File: src/rtl/load_unit.sv
// load_unit: multi-cycle MIPS load controller.
// Issues one word-aligned read on the data-memory bus and honours wait-states.
// Selects the byte or halfword lane from the returned word, then sign- or zero-extends it.
// Holds busy until the result is returned with a one-cycle done strobe.
module load_unit #(
    parameter int unsigned MAX_WAIT = 255
) (
    input  logic        clk,
    input  logic        rst_n,
    input  logic        start,
    input  logic [31:0] addr,
    input  logic [2:0]  op,
    output logic        busy,
    output logic        done,
    output logic [31:0] rdata,
    output logic        addr_err,
    output logic        bus_err,
    output logic        mem_read,
    output logic [31:0] mem_address,
    output logic [3:0]  mem_byteenable,
    input  logic        mem_waitrequest,
    input  logic [31:0] mem_readdata
);

    // Wait counter is sized to reach MAX_WAIT. When MAX_WAIT is 0 the timeout
    // is disabled, and the counter is then free to wrap.
    localparam int unsigned CNT_W = (MAX_WAIT < 2) ? 1 : $clog2(MAX_WAIT + 1);
    localparam logic [CNT_W-1:0] MAX_WAIT_C = CNT_W'(MAX_WAIT);

    localparam logic [2:0] OP_LB  = 3'b000;
    localparam logic [2:0] OP_LH  = 3'b001;
    localparam logic [2:0] OP_LW  = 3'b011;
    localparam logic [2:0] OP_LBU = 3'b100;
    localparam logic [2:0] OP_LHU = 3'b101;

    typedef enum logic [1:0] {
        IDLE = 2'd0,
        READ = 2'd1,
        DONE = 2'd2,
        ERR  = 2'd3
    } state_t;

    state_t           r_state;
    logic [2:0]       r_op;
    logic [1:0]       r_off;
    logic [CNT_W-1:0] r_cnt;
    logic             r_busy;
    logic             r_done;
    logic [31:0]      r_rdata;
    logic             r_addr_err;
    logic             r_bus_err;
    logic             r_mem_read;
    logic [31:0]      r_mem_address;
    logic [3:0]       r_mem_byteenable;

    logic             w_req_ok;
    logic [3:0]       w_be;
    logic [31:0]      w_ext;
    logic [CNT_W-1:0] w_cnt_next;
    logic             w_timeout;

    function automatic logic f_op_legal(input logic [2:0] f_op);
        return (f_op == OP_LB) || (f_op == OP_LH) || (f_op == OP_LW) ||
               (f_op == OP_LBU) || (f_op == OP_LHU);
    endfunction

    // Halfwords need an even address and words need a multiple of four.
    // Bytes are never misaligned.
    function automatic logic f_misaligned(input logic [2:0] f_op, input logic [1:0] f_off);
        logic v_mis;
        v_mis = 1'b0;
        if (f_op == OP_LH || f_op == OP_LHU)
            v_mis = f_off[0];
        else if (f_op == OP_LW)
            v_mis = (f_off != 2'b00);
        return v_mis;
    endfunction

    // op[1:0] encodes the access size: 00 byte, 01 half, 11 word.
    function automatic logic [3:0] f_byteenable(input logic [2:0] f_op, input logic [1:0] f_off);
        logic [3:0] v_be;
        case (f_op[1:0])
            2'b00:   v_be = 4'b0001 << f_off;
            2'b01:   v_be = f_off[1] ? 4'b1100 : 4'b0011;
            default: v_be = 4'b1111;
        endcase
        return v_be;
    endfunction

    // Little-endian lane select followed by sign or zero extension.
    function automatic logic [31:0] f_extend(input logic [2:0] f_op, input logic [1:0] f_off,
                                             input logic [31:0] f_word);
        logic [7:0]  v_b;
        logic [15:0] v_h;
        logic [31:0] v_r;
        case (f_off)
            2'd0:    v_b = f_word[7:0];
            2'd1:    v_b = f_word[15:8];
            2'd2:    v_b = f_word[23:16];
            default: v_b = f_word[31:24];
        endcase
        v_h = f_off[1] ? f_word[31:16] : f_word[15:0];
        case (f_op)
            OP_LB:   v_r = {{24{v_b[7]}}, v_b};
            OP_LBU:  v_r = {24'd0, v_b};
            OP_LH:   v_r = {{16{v_h[15]}}, v_h};
            OP_LHU:  v_r = {16'd0, v_h};
            default: v_r = f_word;
        endcase
        return v_r;
    endfunction

    // Request decode and read-data formatting for the current cycle
    always_comb begin
        w_req_ok   = f_op_legal(op) && !f_misaligned(op, addr[1:0]);
        w_be       = f_byteenable(op, addr[1:0]);
        w_ext      = f_extend(r_op, r_off, mem_readdata);
        w_cnt_next = r_cnt + 1'b1;
        w_timeout  = (MAX_WAIT != 0) && (w_cnt_next == MAX_WAIT_C);
    end

    // Load FSM; every output is a register updated here
    always_ff @(posedge clk) begin
        if (!rst_n) begin
            r_state          <= IDLE;
            r_op             <= 3'd0;
            r_off            <= 2'd0;
            r_cnt            <= '0;
            r_busy           <= 1'b0;
            r_done           <= 1'b0;
            r_rdata          <= 32'd0;
            r_addr_err       <= 1'b0;
            r_bus_err        <= 1'b0;
            r_mem_read       <= 1'b0;
            r_mem_address    <= 32'd0;
            r_mem_byteenable <= 4'd0;
        end else begin
            r_done     <= 1'b0;
            r_addr_err <= 1'b0;
            r_bus_err  <= 1'b0;
            case (r_state)
                IDLE: begin
                    if (start) begin
                        if (w_req_ok) begin
                            r_state          <= READ;
                            r_op             <= op;
                            r_off            <= addr[1:0];
                            r_mem_address    <= {addr[31:2], 2'b00};
                            r_mem_byteenable <= w_be;
                            r_mem_read       <= 1'b1;
                            r_busy           <= 1'b1;
                            r_cnt            <= '0;
                        end else begin
                            // Rejected requests never reach the bus.
                            r_state    <= ERR;
                            r_done     <= 1'b1;
                            r_addr_err <= 1'b1;
                        end
                    end
                end
                READ: begin
                    if (!mem_waitrequest) begin
                        r_state    <= DONE;
                        r_rdata    <= w_ext;
                        r_mem_read <= 1'b0;
                        r_busy     <= 1'b0;
                        r_done     <= 1'b1;
                    end else begin
                        r_cnt <= w_cnt_next;
                        if (w_timeout) begin
                            // rdata keeps its previous value on a bus timeout.
                            r_state    <= ERR;
                            r_mem_read <= 1'b0;
                            r_busy     <= 1'b0;
                            r_done     <= 1'b1;
                            r_bus_err  <= 1'b1;
                        end
                    end
                end
                // start is ignored in both strobe states and is only accepted back in IDLE.
                DONE:    r_state <= IDLE;
                ERR:     r_state <= IDLE;
                default: r_state <= IDLE;
            endcase
        end
    end

    assign busy           = r_busy;
    assign done           = r_done;
    assign rdata          = r_rdata;
    assign addr_err       = r_addr_err;
    assign bus_err        = r_bus_err;
    assign mem_read       = r_mem_read;
    assign mem_address    = r_mem_address;
    assign mem_byteenable = r_mem_byteenable;

endmodule
File: config.mk
export PLATFORM = sky130hd
export DESIGN_NAME = load_unit
export DESIGN_NICKNAME = d
export VERILOG_FILES = /design/src/rtl/load_unit.sv
export SDC_FILE = /design/constraint.sdc
export NUM_CORES = 1
export LEC_CHECK = 0
export ABC_AREA = 1
export BUFFER_PORTS_ARGS = -buffer_cell sky130_fd_sc_hd__buf_2
export CAP_MARGIN = 5
export CORE_MARGIN = 2
export CORE_UTILIZATION = 53
export CTS_CLUSTER_DIAMETER = 50
export DETAILED_ROUTE_END_ITERATION = 8
export GPL_TIMING_DRIVEN = 1
export PLACE_DENSITY_LB_ADDON = 0.2
export SLEW_MARGIN = 30
export SYNTH_ARGS = -nofsm -noshare
export SYNTH_HDL_FRONTEND = slang
export SYNTH_SLANG_ARGS = --single-unit
export TNS_END_PERCENT = 10
File: constraint.sdc
create_clock -name clk -period 3.8 [get_ports clk]
set_input_delay 0.38 -clock clk [delete_from_list [all_inputs] [get_ports clk]]
set_output_delay 0.38 -clock clk [all_outputs]
set_load 0.01 [all_outputs]
* Yosys cells after proc, flatten, opt, wreduce, memory -nomap -nowiden
Index checks and enable logic that the tools add are counted.
Storage, ports and cells: word-level logic and storage cells 80, flip-flop bits (word level) 85, input port bits 71, output and inout port bits 73
Cells by class: $add $sub $neg 1, shifts and indexed selects 1, reductions and logical operators 22, multiplexer cells 26, equality and inequality tests 18, bitwise logic cells 1
Operators by type and width (number):
- one-hot mux 32 bit (4 select lines) | 1
- two-way mux 8 bit | 3
- one-hot mux 8 bit (3 select lines) | 1
- two-way mux 16 bit | 1
- one-hot mux 8 bit (2 select lines) | 1
- equality test 3 bit (second input constant) | 4
- two-way mux 1 bit | 10
- adder 8 x 1 -> 8 bit (second input constant) | 1
- equality test 8 bit (second input constant) | 1
- two-way mux 2 bit | 4
- one-hot mux 4 bit (2 select lines) | 1
- AND reduction 4 bit | 2
- equality test 2 x 1 -> 1 bit (second input constant) | 3
- equality test 2 bit (second input constant) | 3
- equality test 3 x 1 -> 1 bit (second input constant) | 2
- logical NOT 2 bit | 3
- logical NOT 3 bit | 2
- != test 2 bit (second input constant) | 3
- one-hot mux 2 bit (3 select lines) | 1
- AND reduction 2 bit | 3
- AND reduction 3 bit | 2
- logical OR 1 bit | 5
- two-way mux 4 bit | 1
- one-hot mux 1 bit (2 select lines) | 2
- 8 further kinds | 9

* Logic depth before layout (Yosys ltp)
Gate-level depths: netlist of the first run.
depth after elaboration 9, gate-level depth with buffers 12, gate-level depth less buffers 12

* Least setup slack after synthesis of the first run
Ideal clock, no wire load.
path kind reg2reg, from register r_cnt[1], to register r_mem_read, in the netlist mem_read, setup time 0.131 ns, stages on the path, launching flop included 11, period minus slack after synthesis 1.416 ns, arrival 1.285 ns, buffers on the path 0, data required time 3.669 ns, setup slack 2.384 ns, path through dfxtp_1 -> ha_1 -> nand2_1 -> o21bai_2 -> nand2_1 -> nor2_1 -> nand2_2 -> nand2_1 -> nand2_1 -> nand2_1 -> a21oi_2
Between the ends: longest elaborated chain between the ends 4
Ends and longest elaborated chain:
- start: declaration | RTL line 46 | logic [CNT_W-1:0] r_cnt;
- start signal: assignment | RTL line 169 | r_cnt <= w_cnt_next;
- adder 8 x 1 -> 8 bit | RTL line 118 | w_cnt_next = r_cnt + 1'b1;
- equality test 8 bit | RTL line 119 | w_timeout = (MAX_WAIT != 0) && (w_cnt_next == MAX_WAIT_C);
- != test 3 bit (no line)
- AND reduction 4 bit (no line)
- end signal: assignment | RTL line 134 | r_mem_read <= 1'b0;
- end signal: assignment | RTL line 150 | r_mem_read <= 1'b1;
- end signal: assignment | RTL line 165 | r_mem_read <= 1'b0;
- end: declaration | RTL line 52 | logic r_mem_read;
No other way between the ends. A chain may end at the register's enable or synchronous reset.

* Worst setup path after layout of the first run
from register r_state[0], to register r_op[2]
Between the ends: longest elaborated chain between the ends 2
Ends and longest elaborated chain:
- start: declaration | RTL line 43 | state_t r_state;
- start signal: assignment | RTL line 125 | r_state <= IDLE;
- start signal: assignment | RTL line 145 | r_state <= READ;
- start signal: assignment | RTL line 155 | r_state <= ERR;
- logical NOT 2 bit | RTL line 141 | case (r_state)
- AND reduction 3 bit (no line)
- end signal: assignment | RTL line 146 | r_op <= op;
- end: declaration | RTL line 44 | logic [2:0] r_op;
No other way between the ends.

==> results of run 1 <==
-- worst min-delay path by stage --
stage | from | end | slack [ps] | depth (start not counted)
2_1_floorplan | r_cnt[6]$_SDFFE_PN0P_ | r_cnt[6]$_SDFFE_PN0P_ | 460 | 2
3_3_place_gp | mem_address[24]$_SDFFE_PN0P_ | mem_address[24]$_SDFFE_PN0P_ | 450 | 2
3_5_place_dp | mem_address[22]$_SDFFE_PN0P_ | mem_address[22]$_SDFFE_PN0P_ | 450 | 2
4_1_cts | addr[24] | mem_address[24]$_SDFFE_PN0P_ | 270 | 3
5_1_grt | addr[28] | mem_address[28]$_SDFFE_PN0P_ | 270 | 3
6_report | addr[30] | mem_address[30]$_SDFFE_PN0P_ | 290 | 3
-- report_power, final --
part / internal, mW / switching (mW)
combinational: 0.128 / 0.223
clock: 0.273 / 0.325
sequential: 0.943 / 0.0355
total: 1.34 / 0.584
-- cells in the final DEF (no fill, tap or decap), types with 2 or more instances in the layout --
cell type                    count
sky130_fd_sc_hd__nor2_2          5
sky130_fd_sc_hd__nor2_1         26
sky130_fd_sc_hd__buf_2         141
sky130_fd_sc_hd__o211ai_1       20
sky130_fd_sc_hd__inv_1          45
sky130_fd_sc_hd__o21ai_0        38
sky130_fd_sc_hd__a211oi_1        3
sky130_fd_sc_hd__a21oi_1        73
sky130_fd_sc_hd__nand3_1        63
sky130_fd_sc_hd__conb_1          2
sky130_fd_sc_hd__ha_1            2
sky130_fd_sc_hd__nor3_1          2
sky130_fd_sc_hd__a31oi_1         4
sky130_fd_sc_hd__clkbuf_8       11
sky130_fd_sc_hd__o221ai_1        4
sky130_fd_sc_hd__nand2_2         7
sky130_fd_sc_hd__nand2_1        95
sky130_fd_sc_hd__dfxtp_1        85
sky130_fd_sc_hd__nor2_4          2
sky130_fd_sc_hd__buf_4           2
sky130_fd_sc_hd__nand4_1         2
sky130_fd_sc_hd__inv_2           6
sky130_fd_sc_hd__nand3_2         3
sky130_fd_sc_hd__clkinvlp_4      2
sky130_fd_sc_hd__inv_6           2
sky130_fd_sc_hd__or2_0           3
sky130_fd_sc_hd__a21oi_2         2
-- metrics by stage --
step	utilization	total power, mW	area (sq um)	hold WS (ps)
after floorplan	-	1.230	3978	461.7
after detailed placement	0.6376	1.349	4624	449.1
after global placement	0.6376	1.340	4624	447.8
after global routing	0.6629	2.028	4808	274.4
final	0.6629	1.928	4808	288.7
after CTS	0.6629	1.946	4808	273.3
-- flip-flops by register name (all words and copies together) (netlist names) --
| name | count |
|---|---|
| done | 1 |
| r_state | 2 |
| r_cnt | 8 |
| mem_read | 1 |
| r_op | 3 |
| mem_address | 30 |
| addr_err | 1 |
| rdata | 32 |
| bus_err | 1 |
| mem_byteenable | 4 |
| r_off | 2 |
-- critical path, stage by stage (launching register included) --
cell and delay [ps]:
sky130_fd_sc_hd__dfxtp_1 340, sky130_fd_sc_hd__nor2_1 170, sky130_fd_sc_hd__inv_2 60, sky130_fd_sc_hd__nor2_4 600, sky130_fd_sc_hd__nand2_2 660, sky130_fd_sc_hd__o21ai_0 350, sky130_fd_sc_hd__a21oi_1 60
-- logic make-up after synthesis --
logic type | share of synthesized area
other | 0.0009437
buffers and inverters | 0.1026
flip-flops | 0.4282
AO/OA/AOI/OAI | 0.2179
adder cells (fa/ha/maj) | 0.006296
AND/OR/NAND/NOR | 0.2440
-- layout make-up --
cell class / instances / share of cell area
clock inverter: 4 / 0.006766
clock buffer: 11 / 0.03149
sequential: 85 / 0.3539
timing repair buffer: 143 / 0.1499
inverter: 54 / 0.04372
multi-input combinational: 364 / 0.3885
tap: 99 / 0.02576
-- per-layer routing --
layer | vias up | share of wire | track usage
met5 | - | 0 | 0
met4 | 0 | 0.015 | 0.08462
met3 | 15 | 0.099 | 0.06845
met2 | 184 | 0.47 | 0.4129
met1 | 1851 | 0.41 | 0.3191
li1 | 2041 | - | -
==> run_results.csv, run 1 <==
group,metric,value,unit
cts,cts.path.max_buffers,2,
min_path,min-delay-path-class,"primary input to flop",
timing,final.setup_skew,8.070,ps
flow_run,drv_cap,0,
timing,clock.fmax,420.6,MHz
floorplan,die-height,90.59,um
logic_synthesis,netlist_instances,538,
logic_synthesis,syn_avg_cell_area,7.386,sq um
cells_and_area,design.final.nets,730,
logic_synthesis,synth-seq-cells,85,
logic_synthesis,number_of_enable_type_register_cells_in_the_synthesized_netlist,0,
timing,final-max-slew-violation-count,0,
grt,antenna_found_initial,0,
grt,grt_start_max_net_pins,53,
power_and_ir_drop,worst_ir_drop_vdd,0.0002398,V
logic_synthesis,most_used_dff_post_synth,"sky130_fd_sc_hd__dfxtp_1",
floorplan,fp.dieW,90.59,um
timing,finalSetupTns,0,ps
detailed_routing,dr.first_iter.drc_count,258,
logic_synthesis,syn_area,3974,sq um
logic_synthesis,async_reset_ff_frac,0,
cts,source_to_sink_clock_delay_at_the_later_pin_of_the_worst_skew_pair,350,ps
detailed_routing,dr_total_vias,4091,
grt,grt_util_all_layers,0.2514,
power_and_ir_drop,cellPowerDensity,401.0,nW/um^2
grt,overflow,0,
timing,final_min_period_over_clock_period,0.6257,
critical_path,arrival_time_worst_endpoint,2590,ps
logic_synthesis,synth_largest_type_area_fraction,0.4282,
logic_synthesis,post-synth-top-count-cell,"sky130_fd_sc_hd__nand2_1",
detailed_routing,drt_first_pass_iters,4,
timing,setup_violations,0,
detailed_routing,drt_antenna_net_count,0,
placed_design,gp_congestion,0.9778,
logic_synthesis,share_of_synthesized_area_occupied_by_flip_flops_and_latches,0.4282,
critical_path,timing.rr.end,"r_op[2]$_SDFFE_PN0P_",
run_status,outcome,"finished, final reports clean",
cts,cts_hold_repair.buffers,0,
timing,period_needed,2377,ps
placed_design,detailedPlace.worstSlack,1383,ps
power_and_ir_drop,p_leak,2.278,nW
logic_synthesis,synth_top_area_cell,"sky130_fd_sc_hd__dfxtp_1",
detailed_routing,routed_wirelength,10480,um
cts,cts-buffers-inserted,9,
critical_path,cp_max_fo,43,
logic_synthesis,synthesis.yosys.warnings,0,
cts,clk_pin_slew,90,ps
grt,grt_pass1_vias,3694,
cts,clock-root-buffer,"sky130_fd_sc_hd__clkbuf_8",
cells_and_area,drive_above_1_share,0.2874,
cells_and_area,area_growth_syn_to_layout,21.00,%
cells_and_area,post_layout_nonfiller_instances,760,
critical_path,worstPathRequired,4020,ps
cells_and_area,fill_cell_instance_count_of_the_final_layout,657,
placed_design,numPlacedInstances,745,
cts,cts.repair.resized,0,
logic_synthesis,synth.cells.most_frequent,"sky130_fd_sc_hd__nand2_1 (95), sky130_fd_sc_hd__dfxtp_1 (85), sky130_fd_sc_hd__a21oi_1 (73)",
timing,max-slew-margin-rel,0.3741,
floorplan,start_util,0.5479,
cts,post_cts.repair.setup_buffers,0,
cells_and_area,seq_area,1702,sq um
critical_path,critPathCaptureType,"flop",
placed_design,port-buffer-count,141,
detailed_routing,detail_route.drc_violations,0,
critical_path,timing.reg2reg.worst_path_depth,6,
detailed_routing,routed_via_density,5.383,
cts,clock_tree.htree_level_count,3,
timing,unrepaired_setup_endpoints_after_global_routing,"false",
floorplan,core_region_area,7253,sq um
critical_path,cp_startpoint,"r_state[0]$_SDFFE_PN0P_",
floorplan,ios,144,
timing,timing_worst_slew_pin_value,937.5,ps
critical_path,cp-start-kind,"flop",
critical_path,worst_setup_path_endpoint,"r_op[2]$_SDFFE_PN0P_",
critical_path,r2r-start,"r_state[0]$_SDFFE_PN0P_",
timing,slack_of_the_critical_path,1423,ps
cts,clock-sinks,85,
cells_and_area,diodes,0,
timing,timing_hold_violations_final,0,
detailed_routing,wl_per_cell,13.78,um
logic_synthesis,ys_types,37,
grt,grt_first_pass_wirelength,16980,um
placed_design,post-dp-hpwl,7262,um
cts,cts_tree,"built",
logic_synthesis,post_synth_main_area_contributors,"sky130_fd_sc_hd__dfxtp_1 (43%), sky130_fd_sc_hd__a21oi_1 (9.2%), sky130_fd_sc_hd__nand2_1 (9.0%)",
cells_and_area,multi_input_comb_area,1868,sq um
floorplan,die_outline_area,8207,sq um
critical_path,timing_worst_setup_path_type,"flop to flop",
critical_path,rrSetupSlack,1420,ps
floorplan,floorplan.rows,31,
Power figures use the tool's default switching activity.
==> run 2: changes to the inputs <==
--- a/config.mk
+++ b/config.mk
@@ -5,11 +5,11 @@
 export SDC_FILE = /design/constraint.sdc
 export NUM_CORES = 1
 export LEC_CHECK = 0
-export ABC_AREA = 1
+export ABC_AREA = 0
 export BUFFER_PORTS_ARGS = -buffer_cell sky130_fd_sc_hd__buf_2
 export CAP_MARGIN = 5
 export CORE_MARGIN = 2
-export CORE_UTILIZATION = 53
+export CORE_UTILIZATION = 45
 export CTS_CLUSTER_DIAMETER = 50
 export DETAILED_ROUTE_END_ITERATION = 8
 export GPL_TIMING_DRIVEN = 1
==> constraint.sdc (replaced) <==
create_clock -name clk -period 2.1 [get_ports clk]
set_input_delay 0.21 -clock clk [delete_from_list [all_inputs] [get_ports clk]]
set_output_delay 0.21 -clock clk [all_outputs]
set_load 0.01 [all_outputs]
==> run_results.csv, run 2 <==
group,metric,value,unit
cells_and_area,diodes,0,
critical_path,cp_slowest_cell,"sky130_fd_sc_hd__dfxtp_1",
critical_path,worstPathRequired,2350,ps
floorplan,floorplan.rows,34,
cts,cts_tree,"built",
cts,cts.path.max_buffers,2,
grt,gr-max-usage-layer,"met2",
floorplan,start_util,0.4619,
critical_path,arrival_time_worst_endpoint,2080,ps
timing,final_min_period_over_clock_period,0.8696,
grt,grt_util_met1,0.2986,
grt,grt_pass1_vias,3611,
critical_path,cp-start-kind,"flop",
logic_synthesis,syn_area,4009,sq um
cells_and_area,most-common-layout-cells,"sky130_fd_sc_hd__buf_2 (141), sky130_fd_sc_hd__nand2_1 (117), sky130_fd_sc_hd__dfxtp_1 (85)",
min_path,min-delay-path-class,"primary input to flop",
floorplan,ios,144,
cts,clk_pin_slew,90,ps
timing,final.setup_skew,8.174,ps
placed_design,gp_congestion,0.8452,
cells_and_area,design.final.nets,681,
placed_design,port-buffer-count,141,
timing,max-slew-margin-rel,0.5471,
logic_synthesis,async_reset_ff_frac,0,
logic_synthesis,synthesis.yosys.warnings,0,
critical_path,cp_max_fo,16,
cells_and_area,drive_above_1_share,0.3230,
detailed_routing,routed_wirelength,10520,um
grt,grt_start_max_net_pins,44,
critical_path,timing_worst_setup_path_type,"flop to flop",
detailed_routing,routed_via_density,5.388,
cts,clock-sinks,85,
logic_synthesis,number_of_enable_type_register_cells_in_the_synthesized_netlist,0,
cells_and_area,fin_util,0.5758,
power_and_ir_drop,finalPower,3.682,mW
logic_synthesis,synth-seq-cells,85,
cells_and_area,fill_cell_instance_count_of_the_final_layout,830,
grt,antenna_found_initial,0,
timing,clock.fmax,547.6,MHz
flow_run,drv_cap,0,
grt,grtUsageMet3,0.07301,
critical_path,critPathBufInv,0,
cts,cts.repair.resized,0,
power_and_ir_drop,worst_ir_drop_vdd,0.0003747,V
timing,timing_hold_violations_final,0,
detailed_routing,dr_total_vias,3885,
grt,grt_util_all_layers,0.2181,
placed_design,post-dp-hpwl,7567,um
logic_synthesis,synth_largest_type_area_fraction,0.4245,
timing,unrepaired_setup_endpoints_after_global_routing,"false",
timing,setup_violations,0,
floorplan,die_outline_area,9680,sq um
logic_synthesis,share_of_synthesized_area_occupied_by_flip_flops_and_latches,0.4245,
floorplan,die-height,98.39,um
floorplan,core_region_area,8678,sq um
logic_synthesis,synth_top_area_cell,"sky130_fd_sc_hd__dfxtp_1",
cells_and_area,area_growth_syn_to_layout,24.66,%
run_status,outcome,"finished, final reports clean",
logic_synthesis,ys_types,59,
logic_synthesis,netlist_instances,486,
cts,clock_tree.htree_level_count,3,
timing,hold_slack,84.69,ps
critical_path,cp_top_delay_family,"flip-flops",
detailed_routing,drt_first_pass_iters,4,
cts,cts-buffers-inserted,9,
cells_and_area,number_of_flip_flops_in_the_largest_register,32,
grt,grtUsageMet2,0.3318,
grt,overflow,0,
cts,clock-root-buffer,"sky130_fd_sc_hd__clkbuf_8",
cts,post_cts.repair.setup_buffers,0,
detailed_routing,drt_antenna_net_count,0,
critical_path,worst_path_largest_cell_delay,640,ps
timing,timing_worst_slew_pin_value,679.3,ps
critical_path,critPathCaptureType,"flop",
timing,finalSetupTns,0,ps
power_and_ir_drop,p_leak,2.181,nW
detailed_routing,dr.first_iter.drc_count,181,
logic_synthesis,post-synth-top-count-cell,"sky130_fd_sc_hd__nand2_1",
critical_path,crit_chain,"nand2b_1 > nand2_1 > a31o_2 > a221oi_1",
logic_synthesis,most_used_dff_post_synth,"sky130_fd_sc_hd__dfxtp_1",
logic_synthesis,synth.cells.most_frequent,"sky130_fd_sc_hd__nand2_1 (117), sky130_fd_sc_hd__dfxtp_1 (85), sky130_fd_sc_hd__a21boi_1 (36)",
grt,grt_first_pass_wirelength,17330,um
timing,final-max-slew-violation-count,0,
cts,source_to_sink_clock_delay_at_the_later_pin_of_the_worst_skew_pair,350,ps
timing,period_needed,1826,ps
floorplan,fp.dieW,98.39,um
logic_synthesis,post_synth_main_area_contributors,"sky130_fd_sc_hd__dfxtp_1 (42%), sky130_fd_sc_hd__nand2_1 (11%), sky130_fd_sc_hd__a21boi_1 (6.7%)",
detailed_routing,detail_route.drc_violations,0,
power_and_ir_drop,cellPowerDensity,736.7,nW/um^2
cells_and_area,layout.cells.most_common,"sky130_fd_sc_hd__buf_2",
logic_synthesis,syn_avg_cell_area,8.249,sq um
cts,cts_hold_repair.buffers,0,
detailed_routing,wl_per_cell,14.59,um
==> run 2: cell families after synthesis <==
family          Yosys count  share of synthesized area
flops                    85                     0.4245
fa+ha+maj                 2                   0.006241
mux                       9                    0.02871
simple gates            187                     0.2172
xor+xnor                  3                   0.006556
compound gates          145                     0.2506
other cells               1                  0.0009354
buf+inv                  54                    0.06523
==> run 2: worst register-to-register path, cell delays in order, from the launching register on <==
cell and delay, ps:
sky130_fd_sc_hd__dfxtp_1 640, sky130_fd_sc_hd__nand2b_1 490, sky130_fd_sc_hd__nand2_1 110, sky130_fd_sc_hd__a31o_2 270, sky130_fd_sc_hd__a221oi_1 230
==> run 2: power by group <==
| group | total, mW | switching (mW) | internal, mW |
|---|---|---|---|
| Clock | 1.41 | 0.590 | 0.820 |
| Sequential | 1.74 | 0.0503 | 1.69 |
| Combinational | 0.529 | 0.300 | 0.229 |
==> run 2: layer usage <==
| metal | part of all wire | vias to the layer above |
|---|---|---|
| li1 | - | 1921 |
| met1 | 0.44 | 1781 |
| met2 | 0.45 | 168 |
| met3 | 0.10 | 15 |
| met4 | 0.012 | 0 |
| met5 | 0 | - |
==> run 2: final timing paths <==
check / start / endpoint / slack (ps) / depth (start not counted)
worst max register to register: r_op[0]$_SDFFE_PN0P_ / rdata[4]$_SDFFE_PN0P_ / 270 / 4
worst max-delay path: r_op[0]$_SDFFE_PN0P_ / rdata[4]$_SDFFE_PN0P_ / 270 / 4
worst min-delay path: addr[14] / mem_address[14]$_SDFFE_PN0P_ / 80 / 3
worst min register to register: mem_address[21]$_SDFFE_PN0P_ / mem_address[21]$_SDFFE_PN0P_ / 450 / 2
==> run 2: metrics by stage <==
step / instances / cell area, sq um / setup slack [ps]
global placement: 705 / 4750 / 351.5
floorplan: 487 / 4013 / 501.1
finish: 721 / 4997 / 273.7
CTS: 721 / 4997 / 280.2
global route: 721 / 4997 / 99.12
detailed placement: 705 / 4750 / 286.3
==> run 2: area by class of cell <==
type | instances | area (sq um) | share of cell area
Tap cell | 108 | 135.1 | 0.02704
Clock inverter | 6 | 110.1 | 0.02203
Clock buffer | 10 | 137.6 | 0.02754
Inverter | 14 | 52.55 | 0.01052
Timing Repair Buffer | 150 | 810.8 | 0.1622
Multi-Input combinational cell | 348 | 2049 | 0.4101
Sequential cell | 85 | 1702 | 0.3405
==> run 3: changes to the inputs <==
--- a/config.mk
+++ b/config.mk
@@ -13,7 +13,7 @@
 export CTS_CLUSTER_DIAMETER = 50
 export DETAILED_ROUTE_END_ITERATION = 8
 export GPL_TIMING_DRIVEN = 1
-export PLACE_DENSITY_LB_ADDON = 0.2
+export PLACE_DENSITY = 0.79
 export SLEW_MARGIN = 30
 export SYNTH_ARGS = -nofsm -noshare
 export SYNTH_HDL_FRONTEND = slang
==> run_results.csv, run 3 (synthesis results as in run 2) <==
group,metric,value,unit
detailed_routing,routed_via_density,5.527,
cells_and_area,diodes,0,
timing,slack_of_the_critical_path,201.9,ps
floorplan,ios,144,
floorplan,fp.dieW,98.39,um
flow_run,drv_cap,0,
power_and_ir_drop,pwr-share-clk,0.355,
grt,grtUsageMet2,0.3815,
timing,clock.fmax,526.8,MHz
detailed_routing,wl_per_cell,15.11,um
cells_and_area,most-common-layout-cells,"sky130_fd_sc_hd__buf_2 (141), sky130_fd_sc_hd__nand2_1 (117), sky130_fd_sc_hd__dfxtp_1 (85)",
placed_design,detailedPlace.worstSlack,261.8,ps
power_and_ir_drop,cellPowerDensity,712.1,nW/um^2
grt,overflow,0,
critical_path,timing.reg2reg.worst_path_depth,4,
cts,cts_tree,"built",
floorplan,start_util,0.4619,
timing,unrepaired_setup_endpoints_after_global_routing,"false",
floorplan,core_region_area,8678,sq um
grt,grt_pass1_vias,3806,
critical_path,timing_worst_setup_path_type,"flop to flop",
power_and_ir_drop,comb_power_share,0.149,
timing,hold_slack,80.55,ps
cts,cts-buffers-inserted,9,
critical_path,cp_max_fo,16,
floorplan,die-height,98.39,um
cts,clock-root-buffer,"sky130_fd_sc_hd__clkbuf_8",
detailed_routing,routed_wirelength,10870,um
placed_design,post-dp-hpwl,7930,um
power_and_ir_drop,worst_ir_drop_vdd,0.0003000,V
detailed_routing,detail_route.drc_violations,0,
cells_and_area,design.final.nets,679,
grt,grt_start_max_net_pins,52,
timing,timing_worst_slew_pin_value,531.9,ps
critical_path,timing.rr.end,"rdata[5]$_SDFFE_PN0P_",
critical_path,cp-start-kind,"flop",
floorplan,die_outline_area,9680,sq um
critical_path,worst_setup_path_endpoint,"rdata[5]$_SDFFE_PN0P_",
run_status,outcome,"finished, final reports clean",
critical_path,critPathCaptureType,"flop",
timing,final_min_period_over_clock_period,0.9039,
detailed_routing,drt_first_pass_iters,5,
critical_path,r2r-start,"r_op[0]$_SDFFE_PN0P_",
timing,final.setup_skew,12.07,ps
cells_and_area,drive_above_1_share,0.3208,
critical_path,arrival_time_worst_endpoint,2150,ps
cts,source_to_sink_clock_delay_at_the_later_pin_of_the_worst_skew_pair,360,ps
cts,clock-sinks,85,
cells_and_area,fill_cell_instance_count_of_the_final_layout,793,
cells_and_area,fin_util,0.5695,
cts,clock_tree.htree_level_count,3,
cells_and_area,area_growth_syn_to_layout,23.28,%
grt,gr-max-usage-layer,"met2",
grt,grtUsageMet3,0.04653,
placed_design,gp_congestion,0.9217,
placed_design,numPlacedInstances,703,
critical_path,cp_startpoint,"r_op[0]$_SDFFE_PN0P_",
cts,cts_hold_repair.buffers,0,
power_and_ir_drop,p_leak,2.158,nW
detailed_routing,drt_antenna_net_count,0,
detailed_routing,dr.first_iter.drc_count,183,
grt,antenna_found_initial,1,
cts,cts.path.max_buffers,2,
cts,clk_pin_slew,80,ps
grt,grt_first_pass_wirelength,18090,um
grt,grt_util_met1,0.2832,
timing,timing_hold_violations_final,0,
cts,cts.repair.resized,0,
placed_design,port-buffer-count,141,
timing,final-max-slew-violation-count,0,
grt,grt_util_all_layers,0.2280,
power_and_ir_drop,sequential_cell_fraction_of_total_power,0.496,
timing,finalSetupTns,0,ps
cells_and_area,number_of_flip_flops_in_the_largest_register,32,
critical_path,worstPathRequired,2350,ps
detailed_routing,dr_total_vias,3974,
min_path,min-delay-path-class,"primary input to flop",
timing,setup_violations,0,
power_and_ir_drop,switching_share,0.2706,
power_and_ir_drop,netSwitchingPower,952.4,uW
cts,post_cts.repair.setup_buffers,0,
critical_path,rrSetupSlack,200,ps
cells_and_area,post_layout_nonfiller_instances,719,
floorplan,floorplan.rows,34,
timing,period_needed,1898,ps
timing,max-slew-margin-rel,0.6421,
power_and_ir_drop,internal-power,2.567,mW
cells_and_area,layout.cells.most_common,"sky130_fd_sc_hd__buf_2",
-- run 3: routing by layer --
layer,wire length (um),vias to the layer above
li1,-,1921
met1,4552,1827
met2,5105,191
met3,874,33
met4,317,2
met5,16,-
-- run 3: power groups by stage --
stage                     clock (mW)  combinational, mW  sequential [mW]
after floorplan                    0              0.288             1.80
after global placement             0              0.512             1.78
after detailed placement           0              0.525             1.78
after CTS                       1.28              0.527             1.75
after global routing            1.34              0.580             1.76
final                           1.25              0.525             1.75
-- run 3: worst min-delay path by stage --
stage                                           to  depth (start not counted)                           start  slack [ps]
detailed placement    mem_address[28]$_SDFFE_PN0P_                          2    mem_address[28]$_SDFFE_PN0P_         450
floorplan                     r_op[2]$_SDFFE_PN0P_                          2                           op[2]         340
global route          mem_address[10]$_SDFFE_PN0P_                          3                        addr[10]          70
CTS                   mem_address[20]$_SDFFE_PN0P_                          3                        addr[20]          70
global placement    mem_byteenable[0]$_SDFFE_PN0P_                          2  mem_byteenable[0]$_SDFFE_PN0P_         440
finish                mem_address[23]$_SDFFE_PN0P_                          3                        addr[23]          80
-- run 3: worst max-delay path, cell delays in order, from the launching register on --
cell and delay [ps]:
sky130_fd_sc_hd__dfxtp_1 660, sky130_fd_sc_hd__nand2b_1 490, sky130_fd_sc_hd__nand2_1 110, sky130_fd_sc_hd__a31o_2 270
sky130_fd_sc_hd__a221oi_1 260
-- run 3: stage by stage --
stage | power [mW] | instance area, sq um
after floorplan | 2.090 | 4013
after global placement | 2.288 | 4722
after detailed placement | 2.306 | 4722
after CTS | 3.552 | 4942
after global routing | 3.675 | 4942
final | 3.519 | 4942
-- run 3: layout make-up --
cell class / instances / area [sq um] / area share
Tap cell: 108 / 135.1 / 0.02734
Multi-Input combinational cell: 348 / 2049 / 0.4147
Clock buffer: 12 / 165.2 / 0.03342
Clock inverter: 4 / 55.05 / 0.01114
Timing Repair Buffer: 148 / 783.3 / 0.1585
Sequential cell: 85 / 1702 / 0.3443
Inverter: 14 / 52.55 / 0.01063
